File: src/rtl/alu_seq.sv
// Handshaked sequential ALU: single-cycle arithmetic/logic ops plus iterative shifts
// (1 bit/cycle) and shift-add multiply; result and flags held until consumed.
module alu_seq #(
  parameter int WIDTH = 8,
  localparam int CNT_W = $clog2(WIDTH + 1)
) (
  input  logic             clk,
  input  logic             rst_n,
  input  logic             in_valid,
  output logic             in_ready,
  input  logic [3:0]       op_ctrl,
  input  logic [WIDTH-1:0] reg_in,
  input  logic [WIDTH-1:0] acc_in,
  output logic             out_valid,
  input  logic             out_ready,
  output logic [WIDTH-1:0] rslt_out,
  output logic             zero_out,
  output logic             carry_out,
  output logic             busy
);
  localparam logic [3:0] OP_ADD = 4'd0, OP_SUB = 4'd1, OP_SLL = 4'd2, OP_SRL = 4'd3,
                         OP_EQU = 4'd4, OP_GTR = 4'd5, OP_AND = 4'd6, OP_XOR = 4'd7,
                         OP_MUL = 4'd8, OP_ADC = 4'd9;
  localparam logic [WIDTH-1:0] W_LIM = WIDTH[WIDTH-1:0];
  localparam logic [CNT_W-1:0] W_CNT = WIDTH[CNT_W-1:0];

  typedef enum logic [1:0] {IDLE, BUSY, DONE} state_t;
  state_t state;

  logic [3:0]         op_q;
  logic [WIDTH-1:0]   opr_a;
  logic [2*WIDTH-1:0] work;
  logic [CNT_W-1:0]   cnt;
  logic               cflag;

  logic accept, deliver, cf_eff, is_iter;
  logic [CNT_W-1:0] cnt_init;
  logic [WIDTH-1:0] sc_res;
  logic             sc_c;
  logic [WIDTH:0]   sum;
  logic [WIDTH:0]   mul_sum;
  logic [2*WIDTH-1:0] step;
  logic             step_c;

  function automatic logic upd_cf(input logic [3:0] op);
    return (op == OP_ADD) || (op == OP_SUB) || (op == OP_ADC) || (op == OP_MUL);
  endfunction

  assign in_ready = (state == IDLE) || (state == DONE && out_ready);
  assign accept   = in_valid && in_ready;
  assign deliver  = (state == DONE) && out_ready;
  // An ADC accepted on the delivery edge must see the carry being delivered.
  assign cf_eff   = (deliver && upd_cf(op_q)) ? carry_out : cflag;

  assign is_iter  = (op_ctrl == OP_MUL) ||
                    ((op_ctrl == OP_SLL || op_ctrl == OP_SRL) && reg_in != '0);
  assign cnt_init = (op_ctrl == OP_MUL || reg_in >= W_LIM) ? W_CNT : reg_in[CNT_W-1:0];

  always_comb begin
    sc_res = '0;
    sc_c   = 1'b0;
    sum    = '0;
    case (op_ctrl)
      OP_ADD: begin sum = {1'b0, acc_in} + {1'b0, reg_in}; sc_res = sum[WIDTH-1:0]; sc_c = sum[WIDTH]; end
      OP_SUB: begin sum = {1'b0, reg_in} - {1'b0, acc_in}; sc_res = sum[WIDTH-1:0]; sc_c = sum[WIDTH]; end
      OP_ADC: begin
        sum = {1'b0, reg_in} + {1'b0, acc_in} + {{WIDTH{1'b0}}, cf_eff};
        sc_res = sum[WIDTH-1:0];
        sc_c = sum[WIDTH];
      end
      OP_SLL, OP_SRL: sc_res = acc_in;
      OP_EQU: sc_res = {{(WIDTH-1){1'b0}}, reg_in == acc_in};
      OP_GTR: sc_res = {{(WIDTH-1){1'b0}}, reg_in > acc_in};
      OP_AND: sc_res = reg_in & acc_in;
      OP_XOR: sc_res = reg_in ^ acc_in;
      default: sc_res = '0;
    endcase
  end

  // Shift-add multiply: multiplier in work low half, partial product enters from the top.
  assign mul_sum = {1'b0, work[2*WIDTH-1:WIDTH]} + (work[0] ? {1'b0, opr_a} : '0);

  always_comb begin
    step   = work;
    step_c = 1'b0;
    case (op_q)
      OP_SLL: begin step = {{WIDTH{1'b0}}, work[WIDTH-2:0], 1'b0}; step_c = work[WIDTH-1]; end
      OP_SRL: begin step = {{WIDTH{1'b0}}, 1'b0, work[WIDTH-1:1]}; step_c = work[0]; end
      default: begin step = {mul_sum, work[WIDTH-1:1]}; step_c = |mul_sum[WIDTH:1]; end
    endcase
  end

  always_ff @(posedge clk or negedge rst_n) begin
    if (!rst_n) begin
      state     <= IDLE;
      op_q      <= '0;
      opr_a     <= '0;
      work      <= '0;
      cnt       <= '0;
      cflag     <= 1'b0;
      out_valid <= 1'b0;
      rslt_out  <= '0;
      zero_out  <= 1'b0;
      carry_out <= 1'b0;
      busy      <= 1'b0;
    end else begin
      if (deliver && upd_cf(op_q)) cflag <= carry_out;
      if (accept) begin
        op_q  <= op_ctrl;
        opr_a <= reg_in;
        work  <= {{WIDTH{1'b0}}, acc_in};
        cnt   <= is_iter ? cnt_init : '0;
        if (is_iter) begin
          state     <= BUSY;
          busy      <= 1'b1;
          out_valid <= 1'b0;
        end else begin
          state     <= DONE;
          busy      <= 1'b0;
          out_valid <= 1'b1;
          rslt_out  <= sc_res;
          zero_out  <= (sc_res == '0);
          carry_out <= sc_c;
        end
      end else begin
        case (state)
          BUSY: begin
            work <= step;
            cnt  <= cnt - 1'b1;
            if (cnt == CNT_W'(1)) begin
              state     <= DONE;
              busy      <= 1'b0;
              out_valid <= 1'b1;
              rslt_out  <= step[WIDTH-1:0];
              zero_out  <= (step[WIDTH-1:0] == '0);
              carry_out <= step_c;
            end
          end
          DONE: if (out_ready) begin
            state     <= IDLE;
            out_valid <= 1'b0;
          end
          default: ;
        endcase
      end
    end
  end
endmodule

File: config.mk
export PLATFORM = sky130hd
export DESIGN_NAME = alu_seq
export DESIGN_NICKNAME = d
export VERILOG_FILES = /design/src/rtl/alu_seq.sv
export SDC_FILE = /design/constraint.sdc
export NUM_CORES = 1
export LEC_CHECK = 0
export BUFFER_PORTS_ARGS = -buffer_cell sky130_fd_sc_hd__clkbuf_2
export CORE_AREA = 2 2 88 90
export CTS_CLUSTER_SIZE = 30
export DETAILED_ROUTE_END_ITERATION = 16
export DIE_AREA = 0 0 90 92
export HOLD_SLACK_MARGIN = 0.03
export PLACE_DENSITY = 0.87
export SYNTH_ARGS = -nofsm -noshare
export SYNTH_HDL_FRONTEND = slang
export SYNTH_SLANG_ARGS = --single-unit
File: constraint.sdc
create_clock -name clk -period 3 [get_ports clk]
set_clock_uncertainty 0.1 [all_clocks]
set_input_delay 0.3 -clock clk [delete_from_list [all_inputs] [get_ports clk]]
set_output_delay 0.3 -clock clk [all_outputs]
set_load 0.02 [all_outputs]
==> flow_summary.toml, run 1 <==
[timing]
slew_headroom_pct = 33.1
worst-slew-pin-transition_ns = 0.989
hold_viol = 0
rsz0062_at_grt = "true"
fin_crit_sh_pct = 105
worst_slack_ns = -0.141
finalSetupViolations = 1
max_freq_mhz = 318
slew_viol_final = 0
tns_ns = -0.141
min_period_ns = 3.14

[routing]
wirelength_mm = 12.5
viasPerCell = 6.52
via_count = 4310
routedWlPerCell_um = 19.0
initialDrtViolationCount = 429
firstDrtPassIters = 6
antenna_left = 0
drcViolationCount = 0

[die]
die_h_um = 92
rows = 32
ios = 37
dieArea_mm2 = 0.00828
die_x_um = 90
core_area_mm2 = 0.00745
start_util_pct = 52.3

[global_routing]
grt_start_max_net_pins = 30
grt_overflow = 0
grt_antenna_before_repair = 0
grt_pass1_vias = 4154
grt_pass1_wl_mm = 20.1
gr-usage-all-layers_pct = 30.3

[yosys]
synth_seq_cells = 46
synthDistinctLibCells = 73
synth_nets = 531
synth_edf_count = 0
yosysWarnings = 0
ys_seq_area_share_pct = 29.5
synth-main-ff-cell = "dfrtp_1"
syn_area_mm2 = 0.00390
synthCells = 476
synthArstFlopShare_pct = 100
syn_avg_cell_area_um2 = 8.19

[finish]
antenna_cells = 0
num-fill-cells = 623
final_common_cell = "nand2_1"
area_delta_synth_final_pct = 22.5
finalNetCount = 613
drive_gt1_share_pct = 22.7
mostFrequentLayoutCells = "nand2_1 (62), buf_4 (61), dfrtp_1 (46)"

[clocking]
h-tree-depth = 2
cts.sinks = 46
cts_tree = "done"
cts-root-buf = "clkbuf_8"
path_clk_slew_ns = 0.10
cts_buffers = 5
clk-insertion-delay-late_ns = 0.31
clk_path_buf_depth = 2

[job]
drv_cap = 0

[setup_path]
startpoint = "op_q[1]"
endpoint = "zero_out"
critPathLaunchType = "register"
critPathBufInv = 0
crit_family = "simple AND/OR/NAND/NOR gates"
r2r_end = "zero_out"
cp_num_cells = 12
path_class = "reg2reg"
crit_path_top_delay_cell = "or4_4"
cp_max_fo = 2
slowest_delay_ns = 0.45
arrival_ns = 3.26
r2r_cells = 12
crit_path_cell_trace = "nor3_2 > nand3_1 > mux2_4 > ha_4 > ha_4 > nand2_4 > o21ai_4 > a2111oi_4 > nand2b_1 > or3_1 > or4_4 > o31ai_4"
reg2reg_slack_ns = -0.14
r2r_start = "op_q[1]"
worst_setup_path_end_kind = "register"
required_ns = 3.11
cpMostUsedCell = "ha_4"

[place]
dp_slack_ns = -0.174
port_buffers = 36
place_hpwl_mm = 9.39
globalplace.congestion = 1.01

[power_and_ir_drop]
leakagePower_nw = 2.22
vdd_drop_max_v = 0.000264
power.density_mw_per_mm2 = 733
power_mw = 3.50

[outcome]
violations = "negative setup slack"
status = "finished with violations"

[hold_path]
hp-class = "in2reg"
min-delay-start = "reg_in[7]"
power by group:
group / switching, mW / internal, mW / total [mW]
Combinational: 1.14 / 0.812 / 1.95
Clock: 0.227 / 0.212 / 0.438
Sequential: 0.218 / 0.890 / 1.11
Total: 1.59 / 1.91 / 3.50
final cells by class:
type                    count  area [um^2]  share of cell area [%]
repair buffers             98          648                    13.6
flip-flops and latches     46         1150                    24.1
clock buffers               7         96.3                    2.02
inverters                  21         78.8                    1.65
multi-input cells         386         2660                    55.8
well taps                 102          128                    2.67
clock inverters             1         8.76                   0.183
per-stage QoR:
stage,cell area (um^2),cells,utilization [%],hold slack (ns)
floorplan,3900,476,-,-0.0956
global placement,4540,647,60.9,0.274
detailed placement,4540,647,60.9,0.287
CTS,4760,662,63.9,0.150
global route,4770,661,64.1,0.160
finish,4770,661,64.1,0.143
registers in the layout (all words and copies together), names as in the netlist:
signal	count
work	16
state	1
rslt_out	8
carry_out	1
cnt	4
busy	1
op_q	4
opr_a	8
zero_out	1
cflag	1
out_valid	1
how the worst min path moves through the flow:
stage	cells past startpoint	to
floorplan	0	busy
global placement	1	work[13]
detailed placement	1	opr_a[6]
CTS	3	opr_a[7]
global route	3	opr_a[7]
finish	3	opr_a[7]
routing by layer:
layer	share of wire (%)	vias to the layer above	GRT usage (%)
met5	0	-	0
met4	6.6	0	18.2
met3	8.7	102	5.92
met2	47	305	51.1
met1	37	2006	35.9
li1	-	1897	-
cell usage after synthesis (all sizes together), types with 3 or more instances:
cell type	number	area, um^2
xor2	7	68.8
buf	6	30.0
or4b	3	30.0
dfrtp	46	1150
a21oi	30	154
a21o	6	45.0
o311ai	3	26.3
or2	4	25.0
fa	3	60.1
inv	21	78.8
a31oi	3	18.8
o21ai	41	205
nand4	5	31.3
and2	10	62.6
nand3	10	50.1
a22o	6	52.6
o31ai	6	50.1
nand2	63	236
nor4bb	3	30.0
o21a	3	22.5
nand2b	9	56.3
a211oi	4	30.0
clkbuf	17	63.8
nor2b	9	56.3
xnor2	8	70.1
ha	28	350
nor2	37	146
a221oi	3	26.3
mux2i	8	80.1
nor3	11	60.1
o211ai	5	37.5
nor4	5	31.3
or4	3	26.3
or3	4	25.0
a22oi	10	75.1
nor3b	5	42.5
and3	3	18.8
cell families (layout without fill, tap and decap cells):
logic type                 count (synthesis)  after routing  synth area share, %
AOI/OAI and AO/OA                        140            140                 24.2
xor gates and xnor gates                  15             15                 3.56
adders and majority gates                 31             31                 10.5
buffers and inverters                     44            127                 4.43
DFF                                       46             46                 29.5
muxes                                     10             10                 2.63
and+or+nand+nor                          190            190                 25.1
tightest hold or removal path, stage by stage:
cell,delay [ns]
clkbuf_2,0.12
nand2_1,0.06
nand2_1,0.04
repair_timing:
action,4_1_cts,5_1_grt
gates resized for setup,11,4
setup endpoints to repair,1,3
setup buffers,6,1
pin swaps,3,3
endpoints found under the hold margin,28,0
hold buffers,1,0
No activity file was read; power rests on OpenSTA's default activity.
==> run 2: changes to the inputs <==
==> config.mk (replaced) <==
export PLATFORM = sky130hd
export DESIGN_NAME = alu_seq
export DESIGN_NICKNAME = d
export VERILOG_FILES = /design/src/rtl/alu_seq.sv
export SDC_FILE = /design/constraint.sdc
export NUM_CORES = 1
export LEC_CHECK = 0
export CORE_AREA = 2 2 100 121
export CTS_CLUSTER_SIZE = 30
export DETAILED_ROUTE_END_ITERATION = 16
export DIE_AREA = 0 0 102 123
export DONT_BUFFER_PORTS = 1
export HOLD_SLACK_MARGIN = 0.03
export PLACE_DENSITY = 0.61
export SYNTH_ARGS = -nofsm -noshare
export SYNTH_HDL_FRONTEND = slang
export SYNTH_SLANG_ARGS = --single-unit
==> flow_summary.toml, run 2 (synthesized netlist as in run 1, its figures left out) <==
[hold_path]
min_path_cells = 2
min_to = "work[6]"
min-delay-start = "acc_in[6]"
hp-class = "in2reg"

[routing]
firstDrtPassIters = 4
wirelength_mm = 11.7
viasPerCell = 5.59
drcViolationCount = 0
initialDrtViolationCount = 206
via_count = 3631
antenna_left = 0
routedWlPerCell_um = 18.0

[timing]
max_freq_mhz = 333
whs_ns = 0.0329
rsz0062_at_grt = "true"
min_period_ns = 3.01
slew_headroom_pct = 20.4
slew_viol_final = 0
fin_crit_sh_pct = 100
hold_viol = 0
finalSetupViolations = 1
worst_slack_ns = -0.00742
worst-slew-pin-transition_ns = 1.19

[job]
drv_cap = 0

[place]
port_buffers = 0
place_hpwl_mm = 9.00
globalplace.congestion = 0.893
dp_slack_ns = -0.0672
placed_area_mm2 = 0.00417

[global_routing]
top_usage_layer = "met2"
use_met3_pct = 2.20
grt_pass1_wl_mm = 18.6
grt_start_max_net_pins = 47
use_met1_pct = 22.8
grt_overflow = 0
grt_pass1_vias = 3628
use_met2_pct = 34.9
grt_antenna_before_repair = 0
gr-usage-all-layers_pct = 19.1

[die]
rows = 43
dieArea_mm2 = 0.0125
ios = 37
die_x_um = 102
die_h_um = 123
core_area_mm2 = 0.0114
start_util_pct = 34.2

[setup_path]
path_class = "reg2reg"
critPathLaunchType = "register"
arrival_ns = 3.11
r2r_cells = 12
startpoint = "op_q[1]"
reg2reg_slack_ns = -0.007
r2r_start = "op_q[1]"
required_ns = 3.10
r2r_end = "zero_out"
worst_setup_path_end_kind = "register"
cp_max_fo = 2

[finish]
drive_gt1_share_pct = 10.6
final_core_util_pct = 39.4
area_delta_synth_final_pct = 15.2
top_regs = "work: 16 flops, opr_a: 8 flops, rslt_out: 8 flops"
mostFrequentLayoutCells = "nand2_1 (62), dfrtp_1 (46), nor2_1 (36)"
largest_reg_flops = 16
largest-register = "work"
fin_area_mm2 = 0.00449
finalNetCount = 546
antenna_cells = 0
final_common_cell = "nand2_1"

[power_and_ir_drop]
p_switching_mw = 1.46
p_clk_share_pct = 16.4
pwr-share-comb_pct = 49.0
switching_share_pct = 43.6
power.density_mw_per_mm2 = 746
vdd_drop_max_v = 0.000275
power_mw = 3.35
leakagePower_nw = 1.92
pwr-share-seq_pct = 34.6
p_int_mw = 1.89

[outcome]
status = "finished with violations"
violations = "negative setup slack"

[clocking]
h-tree-depth = 2
clk_path_buf_depth = 2
path_clk_slew_ns = 0.07
cts.sinks = 46
cts-root-buf = "clkbuf_16"
cts_buffers = 5
clk-insertion-delay-late_ns = 0.29
cts_tree = "done"
run 2: changes by cell type in the layout (fill, tap and decap cells not counted), sizes merged:
| cell | delta |
|---|---|
| buf | -38 |
| clkbuf | -38 |
| dlygate4sd3 | +7 |
| clkinvlp | +1 |
| clkinv | +1 |
run 2: metrics by stage:
| stage | setup TNS, ns | std cells |
|---|---|---|
| after floorplan | 0 | 476 |
| after global placement | -0.0141 | 632 |
| after detailed placement | -0.0672 | 632 |
| after CTS | -0.0412 | 649 |
| after global routing | -0.141 | 649 |
| final | -0.00742 | 649 |
run 2: power by group through the flow:
stage          combinational [mW]  clock, mW  sequential (mW)
2_1_floorplan                1.12          0             1.13
3_3_place_gp                 1.51          0             1.16
3_5_place_dp                 1.56          0             1.17
4_1_cts                      1.59      0.562             1.16
5_1_grt                      1.84      0.589             1.19
6_report                     1.64      0.551             1.16
run 2: cell type report:
cell class / instances / area, um^2
well taps: 157 / 196
flip-flops and latches: 46 / 1150
fillers: 1193 / 6920
multi-input cells: 386 / 2650
inverters: 21 / 78.8
clock buffers: 5 / 125
repair buffers: 31 / 273
clock inverters: 3 / 21.3
run 2: worst max path at each step:
stage / slack (ns) / cells past startpoint / end
6_report: -0.007 / 12 / zero_out
5_1_grt: -0.14 / 12 / zero_out
4_1_cts: -0.04 / 12 / zero_out
3_5_place_dp: -0.07 / 12 / zero_out
3_3_place_gp: -0.01 / 12 / zero_out
2_1_floorplan: 0.1 / 12 / zero_out
run 2: timing repair:
action / CTS / global route
endpoints found under the setup margin: 1 / 1
gates resized for setup: 2 / 9
endpoints found under the hold margin: 53 / 0
buffers inserted: 0 / 0
hold buffers: 9 / 0
pin swaps: 0 / 2
run 2: layer usage:
| metal | wire, um | vias to the layer above |
|---|---|---|
| li1 | - | 1750 |
| met1 | 4800 | 1763 |
| met2 | 6140 | 97 |
| met3 | 434 | 21 |
| met4 | 300 | 0 |
| met5 | 0 | - |
run 2: critical path: stages, from the launching register on:
cell and delay (ns):
dfrtp_1 0.39, nor3_2 0.17, nand3_1 0.11, mux2_4 0.33
ha_4 0.18, ha_4 0.21, nand2_2 0.06, o21ai_2 0.06
a2111oi_4 0.31, nand2b_1 0.10, or3_1 0.31, or4_4 0.44
o31ai_4 0.17
